==> src/rtl/mem_access_unit_pkg.sv <==
// rtl/mem_access_unit_pkg.sv - shared opcodes, state encoding and defaults for mem_access_unit
// Purpose: common definitions for mem_access_unit, mau_byte_lane and the interface.
// Contents: opcode constants, FSM state enum, ENABLE/DISABLE, width defaults, op helpers.
package mem_access_unit_pkg;

    localparam int LEN_ADDR_DEF = 32;
    localparam int LEN_DATA_DEF = 32;

    localparam logic ENABLE  = 1'b1;
    localparam logic DISABLE = 1'b0;

    localparam logic [3:0] OP_LB  = 4'h0;
    localparam logic [3:0] OP_LH  = 4'h1;
    localparam logic [3:0] OP_LW  = 4'h3;
    localparam logic [3:0] OP_LBU = 4'h4;
    localparam logic [3:0] OP_LHU = 4'h5;
    localparam logic [3:0] OP_SB  = 4'h8;
    localparam logic [3:0] OP_SH  = 4'h9;
    localparam logic [3:0] OP_SW  = 4'hB;

    typedef enum logic [1:0] {
        ST_IDLE  = 2'd0,
        ST_READ  = 2'd1,
        ST_WRITE = 2'd2,
        ST_DONE  = 2'd3
    } mau_state_e;

    function automatic logic op_valid(input logic [3:0] op);
        case (op)
            OP_LB, OP_LH, OP_LW, OP_LBU, OP_LHU, OP_SB, OP_SH, OP_SW: op_valid = ENABLE;
            default:                                                  op_valid = DISABLE;
        endcase
    endfunction

    function automatic logic op_is_load(input logic [3:0] op);
        op_is_load = (op == OP_LB) || (op == OP_LH) || (op == OP_LW) ||
                     (op == OP_LBU) || (op == OP_LHU);
    endfunction

    // Halfword ops must sit on an even address, word ops on a multiple of four.
    function automatic logic op_misaligned(input logic [3:0] op, input logic [1:0] off);
        case (op)
            OP_LH, OP_LHU, OP_SH: op_misaligned = off[0];
            OP_LW, OP_SW:         op_misaligned = (off != 2'b00);
            default:              op_misaligned = DISABLE;
        endcase
    endfunction

endpackage

==> src/rtl/mem_access_unit_if.sv <==
// rtl/mem_access_unit_if.sv - pipeline and RAM bus bundle for mem_access_unit
// Purpose: groups pipeline-side handshake and RAM-side bus signals.
// Modports: slave = the access unit; master = pipeline plus RAM environment.
interface mem_access_unit_if #(
    parameter int LEN_ADDR = 32,
    parameter int LEN_DATA = 32
);
    logic                req;
    logic [3:0]          op;
    logic [LEN_ADDR-1:0] vaddr;
    logic [LEN_DATA-1:0] wdata;
    logic                ready;
    logic                busy;
    logic                done;
    logic [LEN_DATA-1:0] rdata;
    logic                err;

    logic                ram_ce;
    logic                ram_we;
    logic [LEN_ADDR-1:0] ram_addr;
    logic [LEN_DATA-1:0] ram_wtData;
    logic [LEN_DATA-1:0] ram_rdData;

    modport slave (
        input  req, op, vaddr, wdata, ram_rdData,
        output ready, busy, done, rdata, err,
        output ram_ce, ram_we, ram_addr, ram_wtData
    );

    modport master (
        output req, op, vaddr, wdata, ram_rdData,
        input  ready, busy, done, rdata, err,
        input  ram_ce, ram_we, ram_addr, ram_wtData
    );
endinterface

==> src/rtl/mau_byte_lane.sv <==
// rtl/mau_byte_lane.sv - big-endian lane extract/extend and store merge (combinational)
// Ports: op_i opcode, off_i byte offset, word_i RAM word, wdata_i store data (right-aligned),
//        load_o extended load result, merge_o word with addressed lane(s) replaced.
module mau_byte_lane
    import mem_access_unit_pkg::*;
(
    input  logic [3:0]  op_i,
    input  logic [1:0]  off_i,
    input  logic [31:0] word_i,
    input  logic [31:0] wdata_i,
    output logic [31:0] load_o,
    output logic [31:0] merge_o
);
    logic [7:0]  byte_v;
    logic [15:0] half_v;

    // Big-endian: offset 0 is the most significant byte.
    always_comb begin
        byte_v = word_i[31:24];
        case (off_i)
            2'd0: byte_v = word_i[31:24];
            2'd1: byte_v = word_i[23:16];
            2'd2: byte_v = word_i[15:8];
            2'd3: byte_v = word_i[7:0];
            default: byte_v = word_i[31:24];
        endcase
        half_v = off_i[1] ? word_i[15:0] : word_i[31:16];
    end

    always_comb begin
        load_o = word_i;
        case (op_i)
            OP_LB:   load_o = {{24{byte_v[7]}}, byte_v};
            OP_LBU:  load_o = {24'h0, byte_v};
            OP_LH:   load_o = {{16{half_v[15]}}, half_v};
            OP_LHU:  load_o = {16'h0, half_v};
            default: load_o = word_i;
        endcase
    end

    always_comb begin
        merge_o = word_i;
        case (op_i)
            OP_SB: begin
                case (off_i)
                    2'd0: merge_o[31:24] = wdata_i[7:0];
                    2'd1: merge_o[23:16] = wdata_i[7:0];
                    2'd2: merge_o[15:8]  = wdata_i[7:0];
                    2'd3: merge_o[7:0]   = wdata_i[7:0];
                    default: merge_o = word_i;
                endcase
            end
            OP_SH: begin
                if (off_i[1]) merge_o[15:0]  = wdata_i[15:0];
                else          merge_o[31:16] = wdata_i[15:0];
            end
            OP_SW:   merge_o = wdata_i;
            default: merge_o = word_i;
        endcase
    end
endmodule

==> src/rtl/mem_access_unit.sv <==
// rtl/mem_access_unit.sv - load/store unit bridging the pipeline to a word-only big-endian RAM
// Ports: clk, rst (async active-high); bus (mem_access_unit_if.slave) carrying
//        req/op/vaddr/wdata/ready/busy/done/rdata/err and ram_ce/ram_we/ram_addr/ram_wtData/ram_rdData.
// Option: MEM_ALIGN_CHECK_EN - reject misaligned halfword/word accesses with err.
module mem_access_unit
    import mem_access_unit_pkg::*;
#(
    parameter int LEN_ADDR = LEN_ADDR_DEF,
    parameter int LEN_DATA = LEN_DATA_DEF
) (
    input  logic               clk,
    input  logic               rst,
    mem_access_unit_if.slave   bus
);
    mau_state_e          state_q;
    logic [3:0]          op_q;
    logic [1:0]          off_q;
    logic [LEN_DATA-1:0] wdata_q;
    logic                ram_ce_q;
    logic                ram_we_q;
    logic [LEN_ADDR-1:0] ram_addr_q;
    logic [LEN_DATA-1:0] ram_wtdata_q;
    logic                ready_q;
    logic                busy_q;
    logic                done_q;
    logic                err_q;
    logic [LEN_DATA-1:0] rdata_q;

    logic [LEN_DATA-1:0] lane_load;
    logic [LEN_DATA-1:0] lane_merge;
    logic                misaligned;

`ifdef MEM_ALIGN_CHECK_EN
    assign misaligned = op_misaligned(bus.op, bus.vaddr[1:0]);
`else
    assign misaligned = DISABLE;
`endif

    mau_byte_lane u_lane (
        .op_i    (op_q),
        .off_i   (off_q),
        .word_i  (bus.ram_rdData),
        .wdata_i (wdata_q),
        .load_o  (lane_load),
        .merge_o (lane_merge)
    );

    always_ff @(posedge clk or posedge rst) begin
        if (rst) begin
            state_q      <= ST_IDLE;
            op_q         <= '0;
            off_q        <= '0;
            wdata_q      <= '0;
            ram_ce_q     <= 1'b0;
            ram_we_q     <= 1'b0;
            ram_addr_q   <= '0;
            ram_wtdata_q <= '0;
            ready_q      <= 1'b1;
            busy_q       <= 1'b0;
            done_q       <= 1'b0;
            err_q        <= 1'b0;
            rdata_q      <= '0;
        end else begin
            case (state_q)
                ST_IDLE: begin
                    if (bus.req) begin
                        op_q    <= bus.op;
                        off_q   <= bus.vaddr[1:0];
                        wdata_q <= bus.wdata;
                        ready_q <= 1'b0;
                        busy_q  <= 1'b1;
                        if (!op_valid(bus.op) || misaligned) begin
                            state_q <= ST_DONE;
                            done_q  <= 1'b1;
                            err_q   <= 1'b1;
                        end else begin
                            ram_ce_q   <= 1'b1;
                            ram_addr_q <= {bus.vaddr[LEN_ADDR-1:2], 2'b00};
                            // A full word needs no read; sub-word stores read first.
                            if (bus.op == OP_SW) begin
                                state_q      <= ST_WRITE;
                                ram_we_q     <= 1'b1;
                                ram_wtdata_q <= bus.wdata;
                            end else begin
                                state_q <= ST_READ;
                            end
                        end
                    end
                end
                ST_READ: begin
                    if (op_is_load(op_q)) begin
                        state_q    <= ST_DONE;
                        ram_ce_q   <= 1'b0;
                        ram_addr_q <= '0;
                        done_q     <= 1'b1;
                        err_q      <= 1'b0;
                        rdata_q    <= lane_load;
                    end else begin
                        state_q      <= ST_WRITE;
                        ram_we_q     <= 1'b1;
                        ram_wtdata_q <= lane_merge;
                    end
                end
                ST_WRITE: begin
                    state_q      <= ST_DONE;
                    ram_ce_q     <= 1'b0;
                    ram_we_q     <= 1'b0;
                    ram_addr_q   <= '0;
                    ram_wtdata_q <= '0;
                    done_q       <= 1'b1;
                    err_q        <= 1'b0;
                end
                ST_DONE: begin
                    state_q <= ST_IDLE;
                    done_q  <= 1'b0;
                    err_q   <= 1'b0;
                    busy_q  <= 1'b0;
                    ready_q <= 1'b1;
                end
                default: begin
                    state_q  <= ST_IDLE;
                    ram_ce_q <= 1'b0;
                    ram_we_q <= 1'b0;
                    done_q   <= 1'b0;
                    err_q    <= 1'b0;
                    busy_q   <= 1'b0;
                    ready_q  <= 1'b1;
                end
            endcase
        end
    end

    assign bus.ready      = ready_q;
    assign bus.busy       = busy_q;
    assign bus.done       = done_q;
    assign bus.err        = err_q;
    assign bus.rdata      = rdata_q;
    assign bus.ram_ce     = ram_ce_q;
    assign bus.ram_we     = ram_we_q;
    assign bus.ram_addr   = ram_addr_q;
    assign bus.ram_wtData = ram_wtdata_q;
endmodule

==> src/flat_wrapper.sv <==
// flat-port wrapper written by rule: the top's interface ports become plain ports
module mem_access_unit_flat import mem_access_unit_pkg::*;
#(
    parameter int LEN_ADDR = LEN_ADDR_DEF,
    parameter int LEN_DATA = LEN_DATA_DEF
)
  (clk, rst, bus_req, bus_op, bus_vaddr, bus_wdata, bus_ram_rdData, bus_ready, bus_busy, bus_done, bus_rdata, bus_err, bus_ram_ce, bus_ram_we, bus_ram_addr, bus_ram_wtData);
  mem_access_unit_if #(.LEN_ADDR(LEN_ADDR), .LEN_DATA(LEN_DATA)) bus_i ();
  input  logic clk;
  input  logic rst;
  input wire logic [$bits(bus_i.req)-1:0] bus_req;
  input wire logic [$bits(bus_i.op)-1:0] bus_op;
  input wire logic [$bits(bus_i.vaddr)-1:0] bus_vaddr;
  input wire logic [$bits(bus_i.wdata)-1:0] bus_wdata;
  input wire logic [$bits(bus_i.ram_rdData)-1:0] bus_ram_rdData;
  output wire logic [$bits(bus_i.ready)-1:0] bus_ready;
  output wire logic [$bits(bus_i.busy)-1:0] bus_busy;
  output wire logic [$bits(bus_i.done)-1:0] bus_done;
  output wire logic [$bits(bus_i.rdata)-1:0] bus_rdata;
  output wire logic [$bits(bus_i.err)-1:0] bus_err;
  output wire logic [$bits(bus_i.ram_ce)-1:0] bus_ram_ce;
  output wire logic [$bits(bus_i.ram_we)-1:0] bus_ram_we;
  output wire logic [$bits(bus_i.ram_addr)-1:0] bus_ram_addr;
  output wire logic [$bits(bus_i.ram_wtData)-1:0] bus_ram_wtData;
  assign bus_i.req = bus_req;
  assign bus_i.op = bus_op;
  assign bus_i.vaddr = bus_vaddr;
  assign bus_i.wdata = bus_wdata;
  assign bus_i.ram_rdData = bus_ram_rdData;
  assign bus_ready = bus_i.ready;
  assign bus_busy = bus_i.busy;
  assign bus_done = bus_i.done;
  assign bus_rdata = bus_i.rdata;
  assign bus_err = bus_i.err;
  assign bus_ram_ce = bus_i.ram_ce;
  assign bus_ram_we = bus_i.ram_we;
  assign bus_ram_addr = bus_i.ram_addr;
  assign bus_ram_wtData = bus_i.ram_wtData;
  mem_access_unit #(.LEN_ADDR(LEN_ADDR), .LEN_DATA(LEN_DATA)) u_core (.clk(clk), .rst(rst), .bus(bus_i));
endmodule
==> config.mk <==
export PLATFORM = sky130hd
export DESIGN_NAME = mem_access_unit_flat
export DESIGN_NICKNAME = d
export VERILOG_FILES = /design/src/rtl/mem_access_unit_pkg.sv /design/src/rtl/mem_access_unit_if.sv /design/src/rtl/mau_byte_lane.sv /design/src/rtl/mem_access_unit.sv /design/src/flat_wrapper.sv
export SDC_FILE = /design/constraint.sdc
export NUM_CORES = 1
export LEC_CHECK = 0
export ABC_CLOCK_PERIOD_IN_PS = 9800
export CORE_MARGIN = 2
export CORE_UTILIZATION = 69
export CTS_CLUSTER_SIZE = 30
export DETAILED_ROUTE_END_ITERATION = 8
export DONT_BUFFER_PORTS = 1
export GPL_ROUTABILITY_DRIVEN = 0
export PLACE_DENSITY = 0.86
export SYNTH_ARGS = -nofsm -noshare
export SYNTH_HDL_FRONTEND = slang
export SYNTH_SLANG_ARGS = --single-unit
==> constraint.sdc <==
create_clock -name clk -period 9.8 [get_ports clk]
set_clock_uncertainty 0.15 [all_clocks]
set_input_delay 0.49 -clock clk [delete_from_list [all_inputs] [get_ports clk]]
set_output_delay 0.49 -clock clk [all_outputs]
set_load 0.01 [all_outputs]
# Word level (Yosys, flattened, before mapping)
# Memories as Yosys holds them, arrays and structs flattened.
# Index checks and enable logic that the tools add are counted.
# totals
in_bits,103
romBits,16
wordCells,94
memories,1
output_inout_bits,102
ff_bits,142
# memory_table
memory,words,word_bits,read_ports,rd_ports_with_merged_regs,write_ports,line,text
(no name shown),16,1,1,0,0,mem_access_unit_pkg.sv:29,case (op)
# classes
n_eq_ne,20
mux,44
reduce_logical,16
# op_table
op,count
case mux 32 bit (3 select lines),3
two-way mux 32 bit,7
case mux 32 bit (4 select lines),1
two-way mux 16 bit,3
two-way mux 8 bit,4
case mux 8 bit (4 select lines),1
equality test 4 bit (second input constant),4
two-way mux 1 bit,15
case mux 1 bit (3 select lines),3
equality test 2 bit (second input constant),4
equality test 4 x 3 -> 1 bit (second input constant),2
case mux 2 bit (4 select lines),1
two-way mux 2 bit,3
!= test 2 x 1 -> 1 bit (second input constant),3
!= test 2 bit (second input constant),3
AND reduction 2 bit,3
AND reduction 5 bit,1
equality test 2 x 1 -> 1 bit (second input constant),2
equality test 4 x 1 -> 1 bit (second input constant),1
equality test 4 x 2 -> 1 bit (second input constant),1
zero test 2 bit,2
zero test 4 bit,1
logical OR 1 bit,4
case mux 1 bit (2 select lines),2
6 further kinds,6

# Longest topological paths before layout
# Gate-level depths: netlist of the first run.
# depth
word_depth,7
depth_mapped,9
ltp_nobuf,7

# By module
# Synthesis of the first run repeated with hierarchy kept, for this count alone.
# hier_totals
hier_cells,755
area_unflattened_um2,8077.7
# by_module_without_submodules
mod,area_each_um2,seq_area_each_um2,cells_each,instances
mem_access_unit,6177.2,3504.6,491,1
mau_byte_lane,1900.6,0.0,264,1

# Least setup slack after synthesis of the first run
# No wires, ideal clock.
# synth_timing
path_type,flip-flop to flip-flop
startpoint,register u_core.state_q[0]
endpoint,register u_core.off_q[0]
synth_period_minus_slack_ns,1.925
required_ns,9.525
stages_incl_launch_ff,7
setup_slack_ns,7.875
arrival_time_ns,1.650
setup_ns,0.125
n_path_buf,2
path_cell_list,dfrtp_1 inv_1 ha_1 clkbuf_1 nand2_1 clkbuf_1 mux2_2
# synth_between
elab_chain_len,2
# synth_rtl
element,line,text
start: declaration,mem_access_unit.sv:15,mau_state_e state_q;
start signal: assignment,mem_access_unit.sv:50,state_q <= ST_IDLE;
start signal: assignment,mem_access_unit.sv:73,state_q <= ST_DONE;
start signal: assignment,mem_access_unit.sv:81,state_q <= ST_WRITE;
zero test 2 bit,mem_access_unit.sv:64,case (state_q)
AND reduction 2 bit (no source line),n/a,
end signal: assignment,mem_access_unit.sv:68,off_q <= bus.vaddr[1:0];
end: declaration,mem_access_unit.sv:17,logic [1:0] off_q;
# Every way passes these cells.
# A chain may end at the register's enable or synchronous reset.

# Final worst setup path of the first run
# layout_timing
startpoint,register u_core.state_q[0]
endpoint,register u_core.ram_wtdata_q[1] (netlist: u_core.bus.ram_wtData[1])
# layout_between
elab_chain_len,3
elab_cells_between_ends,10
classes_between,6 x eq/ne; 1 x mux; 3 x reduce/logical
# layout_rtl
element,line,text
equality test 2 x 1 -> 1 bit (tied with other cells),mem_access_unit.sv:64,
!= test 2 bit (no source line) (tied with other cells),n/a,
AND reduction 5 bit (no source line),n/a,
end signal: assignment,mem_access_unit.sv:83,ram_wtdata_q <= bus.wdata;
end signal: assignment,mem_access_unit.sv:101,ram_wtdata_q <= lane_merge;
end: declaration,mem_access_unit.sv:22,logic [LEN_DATA-1:0] ram_wtdata_q;
# Several ways; a longest one is shown, not always the timed one.

==> impl_results.md, run 1 <==
* Clock buffer depth at 2
* Vias in the first global route at 6488
* 1st-pass router iterations at 9
* Critical Path End Type: flip-flop
* Failing checks: design-rule violations, negative hold slack
* Die X at 104.8 um
* Critical path type: reg -> reg
* First DRT Iteration DRCs at 1114
* Tcrit/Tclk final at 30.65%
* Worst path cell trace: inv_1 > ha_1 > buf_4 > nand2_1 > o221ai_1 > o21a_1
* Final Setup Violations at 0
* Pins Over Slew Limit at 0
* DR vias at 6524
* Setup TNS at 0 ns
* CTS H-tree depth at 4
* R2R cell count at 6
* Top-area cell type share of the netlist area at 49.64%
* Antenna viol nets, final at 0
* Cells after Synth at 745
* GRT overflow at 0
* Synth top area cells: dfrtp_1 50%, o21ai_0 6.9%, nand2_1 5.9%
* Die area at 0.01098 mm^2
* CP Max Fanout at 65
* Total CTS buffers at 17
* Worst EP required at 10.15 ns
* Nets@finish at 905
* Critical Path AT at 3.35 ns
* Worst path slowest cell: nand2_1
* Initial Util at 71.36%
* Hold Slack at -0.006119 ns
* Placed Instance Area at 0.006935 mm^2
* Wirelength per Cell at 23.66 um
* Post-synth cell types at 53
* Pleak at 3.722 nW
* Fin. Hold Viols at 1
* Final wirelength at 22340 um
* Async SR Flop Fraction at 100.0%
* First-pass GRT wire length at 35220 um
* RSZ-0062 raised after global routing: no
* Slowest stage delay, CP at 0.86 ns
* Max VDD drop at 0.2140 mV
* Syn. warnings at 0
* Core footprint at 0.009819 mm^2
* Worst Hold Class: in -> reg
* Register clock-pin slew on the reported worst setup and hold paths at 0.07 ns
* Layout cells sized above 1 at 7.891%
* Fill cells at 508
* Register bit total from synthesis at 140
* Max frequency at 332.9 MHz
* Vias/cell at 6.911
* I/O Buffers at 0
* Worst-margin pin slew at 1.220 ns
* Initial antenna violation count at 0
* Min cycle time layout at 3.004 ns
* Total track usage at 41.70%
* Synth Area per Inst at 9.405 um^2
* # DRC at 8
* Post-synthesis cell area at 0.007007 mm^2
* Relative slew slack at 18.45%
* Pin count of the biggest net entering global routing at 87
* Sequential element share of the synthesized area at 50.02%
* Final instance area at 0.008448 mm^2
* Status: finished with violations
* Rows at 36
* Area growth syn-to-layout at 20.57%
* Clock Latency Late Sink at 0.56 ns
* Clock sink count at 140
* Clock root cell: clkbuf_8
* PwrDens at 377.9 mW/mm^2
* Commonest non-fill, non-tap cell in the layout: dfrtp_1
* CP Launch Type: flip-flop
* Antenna diode count at 0
* CTS tree: built
* Commonest cells after routing, fill and taps aside: 139 x dfrtp_1, 109 x nand2_1, 96 x o21ai_0
* I/O pin count at 205
* Vert. Die Dim at 104.8 um
* Worst Hold Depth at 2
* Total of max-cap violations at 0
* Post-synth EDFFs at 0
* Post-synth top area cell: dfrtp_1
* Final HPWL DP at 13490 um
* Main flop type after synthesis: dfrtp_1
[stage by stage]
step	hold WS [ns]	std cells	power, mW	utilization, %	worst slack (ns)
2_1_floorplan	0.2997	746	2.148	-	5.409
3_3_place_gp	0.3112	824	2.304	70.63	7.050
3_5_place_dp	0.3253	824	2.388	70.63	6.912
4_1_cts	0.0006349	943	3.112	85.93	6.862
5_1_grt	0.007116	944	3.365	86.03	6.639
6_report	-0.006119	944	3.193	86.03	6.796
[Yosys cell counts, drive strengths merged (2+ instances only)]
library cell / instances
dfrtp: 139
nand2: 110
o21ai: 104
a21oi: 39
inv: 39
nand2b: 37
buf: 36
nand3: 36
o22a: 25
clkbuf: 23
nor2: 23
a22oi: 20
mux2i: 16
o221ai: 11
a32oi: 8
o21a: 8
mux2: 7
nor3: 6
a221oi: 5
o2bb2ai: 5
a222oi: 4
and2: 4
ha: 4
nor2b: 4
o211ai: 4
o22ai: 4
mux4: 3
or2: 3
or4: 3
a21o: 2
and3: 2
[layout make-up]
cell class	count	area, um^2	area share, %
timing repair buffer	92	910.9	10.78
inverter	39	151.4	1.792
tap	133	166.4	1.970
sequential	140	3505	41.48
multi-input combinational	508	3083	36.49
clock inverter	12	186.4	2.207
clock buffer	20	445.4	5.273
[flip-flops by register name (all words and copies together), names as in the netlist]
signal and cells:
u_core.bus.busy 1, u_core.bus.done 1, u_core.bus.err 1, u_core.bus.ram_addr 30, u_core.bus.ram_ce 1, u_core.bus.ram_we 1
u_core.bus.ram_wtData 32, u_core.bus.rdata 32, u_core.bus.ready 1, u_core.off_q 2, u_core.op_q 4, u_core.state_q 2
u_core.wdata_q 32
[power by group]
group	switching, mW	internal (mW)	leakage, nW
clock network	0.260	0.430	0.298
registers	0.380	0.869	1.71
logic	0.765	0.490	1.72
[worst max-delay path: cells and delay by family (launching register included)]
| kind | cells | cell delay [ns] |
|---|---|---|
| buffers and inverters | 2 | 0.55 |
| DFF | 1 | 0.41 |
| AOI/OAI and AO/OA | 2 | 0.68 |
| adders and majority gates | 1 | 0.28 |
| and+or+nand+nor | 1 | 0.86 |
[cells by family (layout without fill, tap and decap cells)]
logic type,after synthesis,after routing,share of synthesized area [%]
AND/OR/NAND/NOR,232,232,15.89
multiplexers,26,26,4.375
other,1,2,0.05352
flip-flops,140,140,50.02
buffers and inverters,98,163,6.250
adder cells (fa/ha/maj),4,4,0.7143
AO/OA/AOI/OAI,244,244,22.70
[metal layers]
metal  GRT usage (%)  wire length (um)  vias to the layer above
met4           19.14              1044                        0
met3           14.66              2914                      117
met2           66.93             10680                      526
met1           50.78              7704                     3147
li1                -                 -                     2734
met5               0                 0                        -
[path summary, 6_finish.rpt]
| path | endpoint | from | slack, ns |
|---|---|---|---|
| setup / recovery | u_core.bus.ram_wtData[1] | u_core.state_q[0] | 6.80 |
| hold / removal | u_core.wdata_q[7] | bus_wdata[7] | -0.006 |
| setup reg to reg | u_core.bus.ram_wtData[1] | u_core.state_q[0] | 6.80 |
| hold reg to reg | u_core.wdata_q[17] | u_core.wdata_q[17] | 0.34 |
| max in group asynchronous | u_core.bus.rdata[0] | rst | 7.85 |
| min in group asynchronous | u_core.bus.rdata[20] | rst | 0.40 |
[what timing repair did]
item,in CTS,in global routing
gates resized for setup,0,0
endpoints found under the hold margin,171,1
setup buffers,0,0
hold buffers,87,1
No activity file was read; power rests on OpenSTA's default activity.
==> run 2: changes to the inputs <==
--- a/config.mk
+++ b/config.mk
@@ -5,14 +5,14 @@
 export SDC_FILE = /design/constraint.sdc
 export NUM_CORES = 1
 export LEC_CHECK = 0
-export ABC_CLOCK_PERIOD_IN_PS = 9800
+export ABC_CLOCK_PERIOD_IN_PS = 2550
 export CORE_MARGIN = 2
-export CORE_UTILIZATION = 69
+export CORE_UTILIZATION = 58
 export CTS_CLUSTER_SIZE = 30
 export DETAILED_ROUTE_END_ITERATION = 8
 export DONT_BUFFER_PORTS = 1
 export GPL_ROUTABILITY_DRIVEN = 0
-export PLACE_DENSITY = 0.86
+export PLACE_DENSITY = 0.77
 export SYNTH_ARGS = -nofsm -noshare
 export SYNTH_HDL_FRONTEND = slang
 export SYNTH_SLANG_ARGS = --single-unit
==> constraint.sdc (replaced) <==
create_clock -name clk -period 2.55 [get_ports clk]
set_clock_uncertainty 0.15 [all_clocks]
set_input_delay 0.1275 -clock clk [delete_from_list [all_inputs] [get_ports clk]]
set_output_delay 0.1275 -clock clk [all_outputs]
set_load 0.01 [all_outputs]
==> run 2 against run 1 <==
The run now ends clean. Power increased to 3.8 times the previous value. Maximum frequency increased by 27%. Cell area grew 2.8%. Setup slack got worse by 6.6 ns. Register-to-register slack lost 6.6 ns. Cell count grew 4.6%. Non-clock buffer count grew 28. Combinational power grew to 4.0 times the previous value. Global-route usage down 9.4 points. Largest cell class unchanged.
==> impl_results.md, run 2 (synthesis results as in run 1) <==
* Cell family with most CP delay: compound AO/OA/AOI/OAI gates
* Total track usage at 32.26% (-9.4 points)
* Vert. Die Dim at 113.9 um (+8.7%)
* Initial antenna violation count at 0 (unchanged)
* Commonest cells after routing, fill and taps aside: 139 x dfrtp_1, 109 x nand2_1, 105 x dlygate4sd3_1
* Setup TNS at 0 ns (unchanged)
* R2R Path End: u_core.bus.ram_addr[14]
* Area growth syn-to-layout at 23.98%
* Placed insts at 849 (+3.0%)
* Nets@finish at 933 (+3.1%)
* Post-route setup slack at 0.1880 ns (-6.608 ns)
* I/O pin count at 205 (unchanged)
* CP Max Fanout at 62 (-4.6%)
* Worst path slowest cell: a221o_2
* First-pass GRT wire length at 31780 um (-9.8%)
* Die area at 0.01298 mm^2 (+18%)
* Worst R2R Start: u_core.op_q[0]
* Crit path buf inv count at 0 (-2)
* CP Launch Type: flip-flop
* I/O Buffers at 0 (unchanged)
* Worst-margin pin slew at 0.9741 ns (-0.2461 ns)
* Fin. Hold Viols at 0 (-1)
* Slowest stage delay, CP at 0.68 ns (-0.18 ns)
* CP endpoint: u_core.bus.ram_addr[14]
* PwrDens at 1385 mW/mm^2 (+270%)
* Total power at 12.04 mW (+280%)
* Status: completed
* Fin cells at 987 (+4.6%)
* Commonest non-fill, non-tap cell in the layout: dfrtp_1
* Layout cells sized above 1 at 8.701% (+0.81 points)
* Worst EP required at 2.65 ns (-7.50 ns)
* Pins Over Slew Limit at 0 (unchanged)
* Pleak at 3.830 nW (+2.9%)
* 1st-pass router iterations at 6 (-3)
* CP startpoint: u_core.op_q[0]
* Register clock-pin slew on the reported worst setup and hold paths at 0.06 ns (about the same)
* RSZ-0062 raised after global routing: no
* Die X at 113.9 um (+8.7%)
* GRT overflow at 0 (unchanged)
* R2R Setup Slk at 0.19 ns (-6.61 ns)
* Pin count of the biggest net entering global routing at 68 (-22%)
* Total of max-cap violations at 0 (unchanged)
* Critical Path AT at 2.47 ns (-0.88 ns)
* Hold Slack at 0.01025 ns (+0.01637 ns)
* Initial Util at 58.82% (-13 points)
* Max VDD drop at 0.7044 mV (+230%)
* First DRT Iteration DRCs at 712 (-36%)
* Final Setup Violations at 0 (unchanged)
* CTS tree: built
* CTS H-tree depth at 4 (unchanged)
* # DRC at 0 (-8)
* Max frequency at 423.4 MHz (+27%)
* Post-CTS setup buffers at 0 (unchanged)
* Critical path type: reg -> reg
* Final HPWL DP at 13520 um (+0.19%)
* Setup WS pre-CTS at 0.2669 ns (-6.645 ns)
* Antenna viol nets, final at 0 (unchanged)
* Clock sink count at 140 (unchanged)
* Total CTS buffers at 17 (unchanged)
* Levels on crit path at 5 (-1)
* Min cycle time layout at 2.362 ns (-0.6417 ns)
* R2R cell count at 5 (-1)
* Clock root cell: clkbuf_16
* Critical Path End Type: flip-flop
* DR vias at 6210 (-4.8%)
* Wirelength per Cell at 20.98 um (-11%)
* Rows at 40 (+11%)
* Clock buffer depth at 2 (unchanged)
* Vias in the first global route at 6090 (-6.1%)
* Worst Min Path Start: bus_ram_rdData[11]
* Vias/cell at 6.292 (-9.0%)
* Worst Hold Class: in -> reg
* Clock Latency Late Sink at 0.42 ns (-0.14 ns)
* Final wirelength at 20710 um (-7.3%)
* Core footprint at 0.01191 mm^2 (+21%)
* Relative slew slack at 35.06% (+17 points)
* Worst path cell trace: nand2b_1 > a21o_1 > a221o_2 > nand2_1 > o21ai_0
* Tcrit/Tclk final at 92.63% (+62 points)
## run 2: cell types whose count changed in the layout (fill, tap and decap cells not counted)
| cell | previous run | this run |
|---|---|---|
| dlygate4sd3_1 | 88 | 105 |
| diode_2 | 0 | 1 |
| clkinv_2 | 0 | 2 |
| clkbuf_8 | 3 | 0 |
| buf_12 | 0 | 2 |
| clkbuf_16 | 16 | 17 |
| clkbuf_1 | 1 | 3 |
| bufinv_16 | 4 | 2 |
| buf_4 | 4 | 13 |
## run 2: metal layers
| metal | GRT usage, % | vias to the layer above | share of wire (%) |
|---|---|---|---|
| met3 | 11.74 | 57 | 11 |
| met2 | 51.82 | 379 | 48 |
| met4 | 12.52 | 0 | 2.9 |
| met5 | 0 | - | 0 |
| met1 | 40.10 | 2979 | 38 |
| li1 | - | 2795 | - |
## run 2: worst min-delay path by stage
stage                                      to  slack [ns]  cells past startpoint
detailed placement            u_core.bus.busy        0.04                      2
global route        u_core.bus.ram_wtData[29]        0.02                      3
finish              u_core.bus.ram_wtData[11]        0.01                      3
floorplan             u_core.bus.ram_addr[11]        0.12                      2
global placement              u_core.bus.busy        0.02                      2
CTS                 u_core.bus.ram_wtData[23]       0.002                      3
## run 2: per-stage QoR
step	utilization, %	cell area [um^2]
6_report	72.93	8687
3_5_place_dp	59.26	7059
4_1_cts	72.91	8685
3_3_place_gp	59.26	7059
2_1_floorplan	-	7014
5_1_grt	72.91	8685
## run 2: worst register-to-register path: cells and delay by family, from the launching register on
kind	cells	cell delay, ns
and+or+nand+nor	2	0.44
DFF	1	0.59
AOI/OAI and AO/OA	3	1.01
## run 2: cell type report
type	count	area (um^2)
antenna	1	2.502
clock buffer	20	436.7
clock inverter	12	137.6
fill	813	3224
inverter	39	150.1
multi-input combinational	508	3083
sequential	140	3505
tap	147	183.9
timing repair buffer	120	1189
## run 2: report_power, final
group | switching [mW] | internal (mW) | total [mW]
Combinational | 2.93 | 2.05 | 4.98
Sequential | 1.30 | 3.34 | 4.64
Clock | 0.967 | 1.45 | 2.41
## run 2: repair_timing
| item | 4_1_cts | 5_1_grt |
|---|---|---|
| gates resized for setup | 0 | 0 |
| setup endpoints to repair | 0 | 0 |
| hold buffers | 105 | 0 |
| hold endpoints to repair | 277 | 0 |
==> run 3: changes to the inputs <==
--- a/config.mk
+++ b/config.mk
@@ -6,13 +6,15 @@
 export NUM_CORES = 1
 export LEC_CHECK = 0
 export ABC_CLOCK_PERIOD_IN_PS = 2550
+export CELL_PAD_IN_SITES_DETAIL_PLACEMENT = 1
+export CELL_PAD_IN_SITES_GLOBAL_PLACEMENT = 1
 export CORE_MARGIN = 2
-export CORE_UTILIZATION = 58
+export CORE_UTILIZATION = 40
 export CTS_CLUSTER_SIZE = 30
 export DETAILED_ROUTE_END_ITERATION = 8
 export DONT_BUFFER_PORTS = 1
 export GPL_ROUTABILITY_DRIVEN = 0
-export PLACE_DENSITY = 0.77
+export PLACE_DENSITY = 0.72
 export SYNTH_ARGS = -nofsm -noshare
 export SYNTH_HDL_FRONTEND = slang
 export SYNTH_SLANG_ARGS = --single-unit
==> run 3 against run 2 <==
The flow now finishes with violations (negative hold slack). First-iteration DRC count shrank 56%. Hold slack worse by 0.011 ns. Register-to-register slack better by 0.04 ns. Largest power group unchanged.
==> impl_results.md, run 3 (synthesis results as in run 1) <==
* Logic gate share of total power at 41.2% (-0.2 points)
* GRT overflow at 0 (unchanged)
* Final HPWL DP at 16280 um (+20%)
* CTS tree: built
* Rows at 48 (+20%)
* Critical path type: reg -> reg
* Vias in the first global route at 6799 (+12%)
* Final instance area at 0.008847 mm^2 (+1.8%)
* Utilization after layout at 51.33% (-22 points)
* Core footprint at 0.01724 mm^2 (+45%)
* Antenna viol nets, final at 0 (unchanged)
* Nets@finish at 932 (-0.11%)
* Total track usage at 26.74% (-5.5 points)
* Wirelength per Cell at 22.71 um (+8.3%)
* P_int at 7.065 mW (+3.3%)
* Worst Hold Class: in -> reg
* Worst R2R Start: u_core.state_q[1]
* Register clock-pin slew on the reported worst setup and hold paths at 0.06 ns (about the same)
* Pins Over Slew Limit at 0 (unchanged)
* Post-CTS setup buffers at 0 (unchanged)
* Clock Latency Late Sink at 0.43 ns (about the same)
* CP startpoint: u_core.state_q[1]
* Clock power frac at 21.3% (+1.2 points)
* Max frequency at 430.3 MHz (+1.6%)
* Total CTS buffers at 17 (unchanged)
* PwrDens at 1408 mW/mm^2 (+1.7%)
* Initial Util at 40.65% (-18 points)
* Placed insts at 929 (+9.4%)
* Die X at 136.4 um (+20%)
* DR vias at 6208 (-0.032%)
* Final wirelength at 24170 um (+17%)
* Crit path buf inv count at 2 (+2)
* Initial antenna violation count at 2 (+2)
* Worst path cell trace: inv_1 > ha_1 > nor2b_1 > a21boi_2 > buf_4 > nand2_1 > o22ai_1 > a21oi_1
* I/O Buffers at 0 (unchanged)
* RSZ-0062 raised after global routing: no
* Max VDD drop at 0.7677 mV (+9.0%)
* Final Setup Violations at 0 (unchanged)
* # DRC at 0 (unchanged)
* Failing checks: negative hold slack
* Setup TNS at 0 ns (unchanged)
* Vias/cell at 5.835 (-7.3%)
* Vert. Die Dim at 136.4 um (+20%)
* Worst EP required at 2.70 ns (+0.05 ns)
* Cell family with most CP delay: compound AO/OA/AOI/OAI gates
* CP Launch Type: flip-flop
* CP Max Fanout at 29 (-53%)
* Die area at 0.01859 mm^2 (+43%)
* Fin. Hold Viols at 1 (+1)
* Pin count of the biggest net entering global routing at 71 (+4.4%)
* Commonest cells after routing, fill and taps aside: 139 x dfrtp_1, 109 x nand2_1, 102 x dlygate4sd3_1
* Slowest stage delay, CP at 0.40 ns (-0.28 ns)
* Total of max-cap violations at 0 (unchanged)
* Tcrit/Tclk final at 91.13% (-1.5 points)
* Min cycle time layout at 2.324 ns (-0.03823 ns)
* Layout cells sized above 1 at 8.961% (+0.26 points)
* Relative slew slack at 54.44% (+19 points)
* Clock buffer depth at 2 (unchanged)
* Area growth syn-to-layout at 26.27%
* Commonest non-fill, non-tap cell in the layout: dfrtp_1
* Worst Min Path Start: bus_ram_rdData[23]
* Pleak at 3.858 nW (+0.76%)
* Placed Instance Area at 0.007197 mm^2 (+1.9%)
* I/O pin count at 205 (unchanged)
* Worst path slowest cell: dfrtp_1
* Clock root cell: clkbuf_16
* Hold Slack at -0.0005426 ns (-0.01079 ns)
* 1st-pass router iterations at 5 (-1)
* Critical Path AT at 2.48 ns (about the same)
* CTS H-tree depth at 4 (unchanged)
* Worst-margin pin slew at 0.6803 ns (-0.2938 ns)
* Sw power at 5.396 mW (+3.9%)
* Clock sink count at 140 (unchanged)
* Critical Path End Type: flip-flop
* Sw frac at 43.31% (+0.15 points)
* Register share of total power at 37.5% (-1.1 points)
* Status: finished with violations
* First-pass GRT wire length at 37680 um (+19%)
* First DRT Iteration DRCs at 313 (-56%)
* Fin cells at 1064 (+7.8%)
==> run 3: cell count changes in the layout (fill, tap and decap cells not counted), sizes merged <==
cell,previous run,this run
buf,15,17
bufinv,2,4
clkinv,5,4
diode,1,2
dlygate4sd3,105,102
inv,41,39
==> run 3: worst min-delay path, stage by stage <==
cell,delay (ns)
a32oi_1,0.08
a21oi_1,0.18
o22a_1,0.15
==> run 3: metal layers <==
metal  up-vias  global-route usage [%]  share of wire [%]
li1       2779                       -                  -
met4         0                   9.086                2.2
met5         -                       0                  0
met3        51                   8.501                9.4
met1      3103                   32.36                 39
met2       275                   45.00                 49
==> run 3: worst paths after layout <==
kind	end	cells past startpoint	slack [ns]
min in group asynchronous	u_core.bus.ram_addr[24]	2	0.11
worst min register to register	u_core.wdata_q[17]	2	0.34
worst max register to register	u_core.bus.rdata[10]	8	0.23
max in group asynchronous	u_core.wdata_q[27]	3	1.41
worst min-delay path	u_core.bus.ram_wtData[23]	3	-0.0005
worst max-delay path	u_core.bus.rdata[10]	8	0.23
==> run 3: area by class of cell <==
cell class,instances,area (um^2)
timing repair buffer,119,1199
multi-input combinational,508,3093
inverter,39,150.1
clock buffer,20,446.7
clock inverter,11,167.7
sequential,140,3505
tap,225,281.5
antenna,2,5.005
fill,1890,8389
==> run 3: what timing repair did <==
item | in CTS | in global routing
hold buffers | 102 | 0
endpoints found under the setup margin | 0 | 9
gates resized for setup | 0 | 1
endpoints found under the hold margin | 251 | 0
==> run 3: power groups by stage <==
stage	combinational [mW]	clock (mW)	sequential, mW
floorplan	3.98	0	4.27
global placement	4.56	0	4.65
detailed placement	4.90	0	4.70
CTS	5.06	2.68	4.68
global route	5.75	2.78	4.81
finish	5.13	2.65	4.67
==> run 3: stage by stage <==
step	setup WS, ns	power, mW
floorplan	0.5242	8.254
global placement	0.3836	9.208
detailed placement	0.2021	9.601
CTS	0.2088	12.42
global route	0.03602	13.35
finish	0.2262	12.46
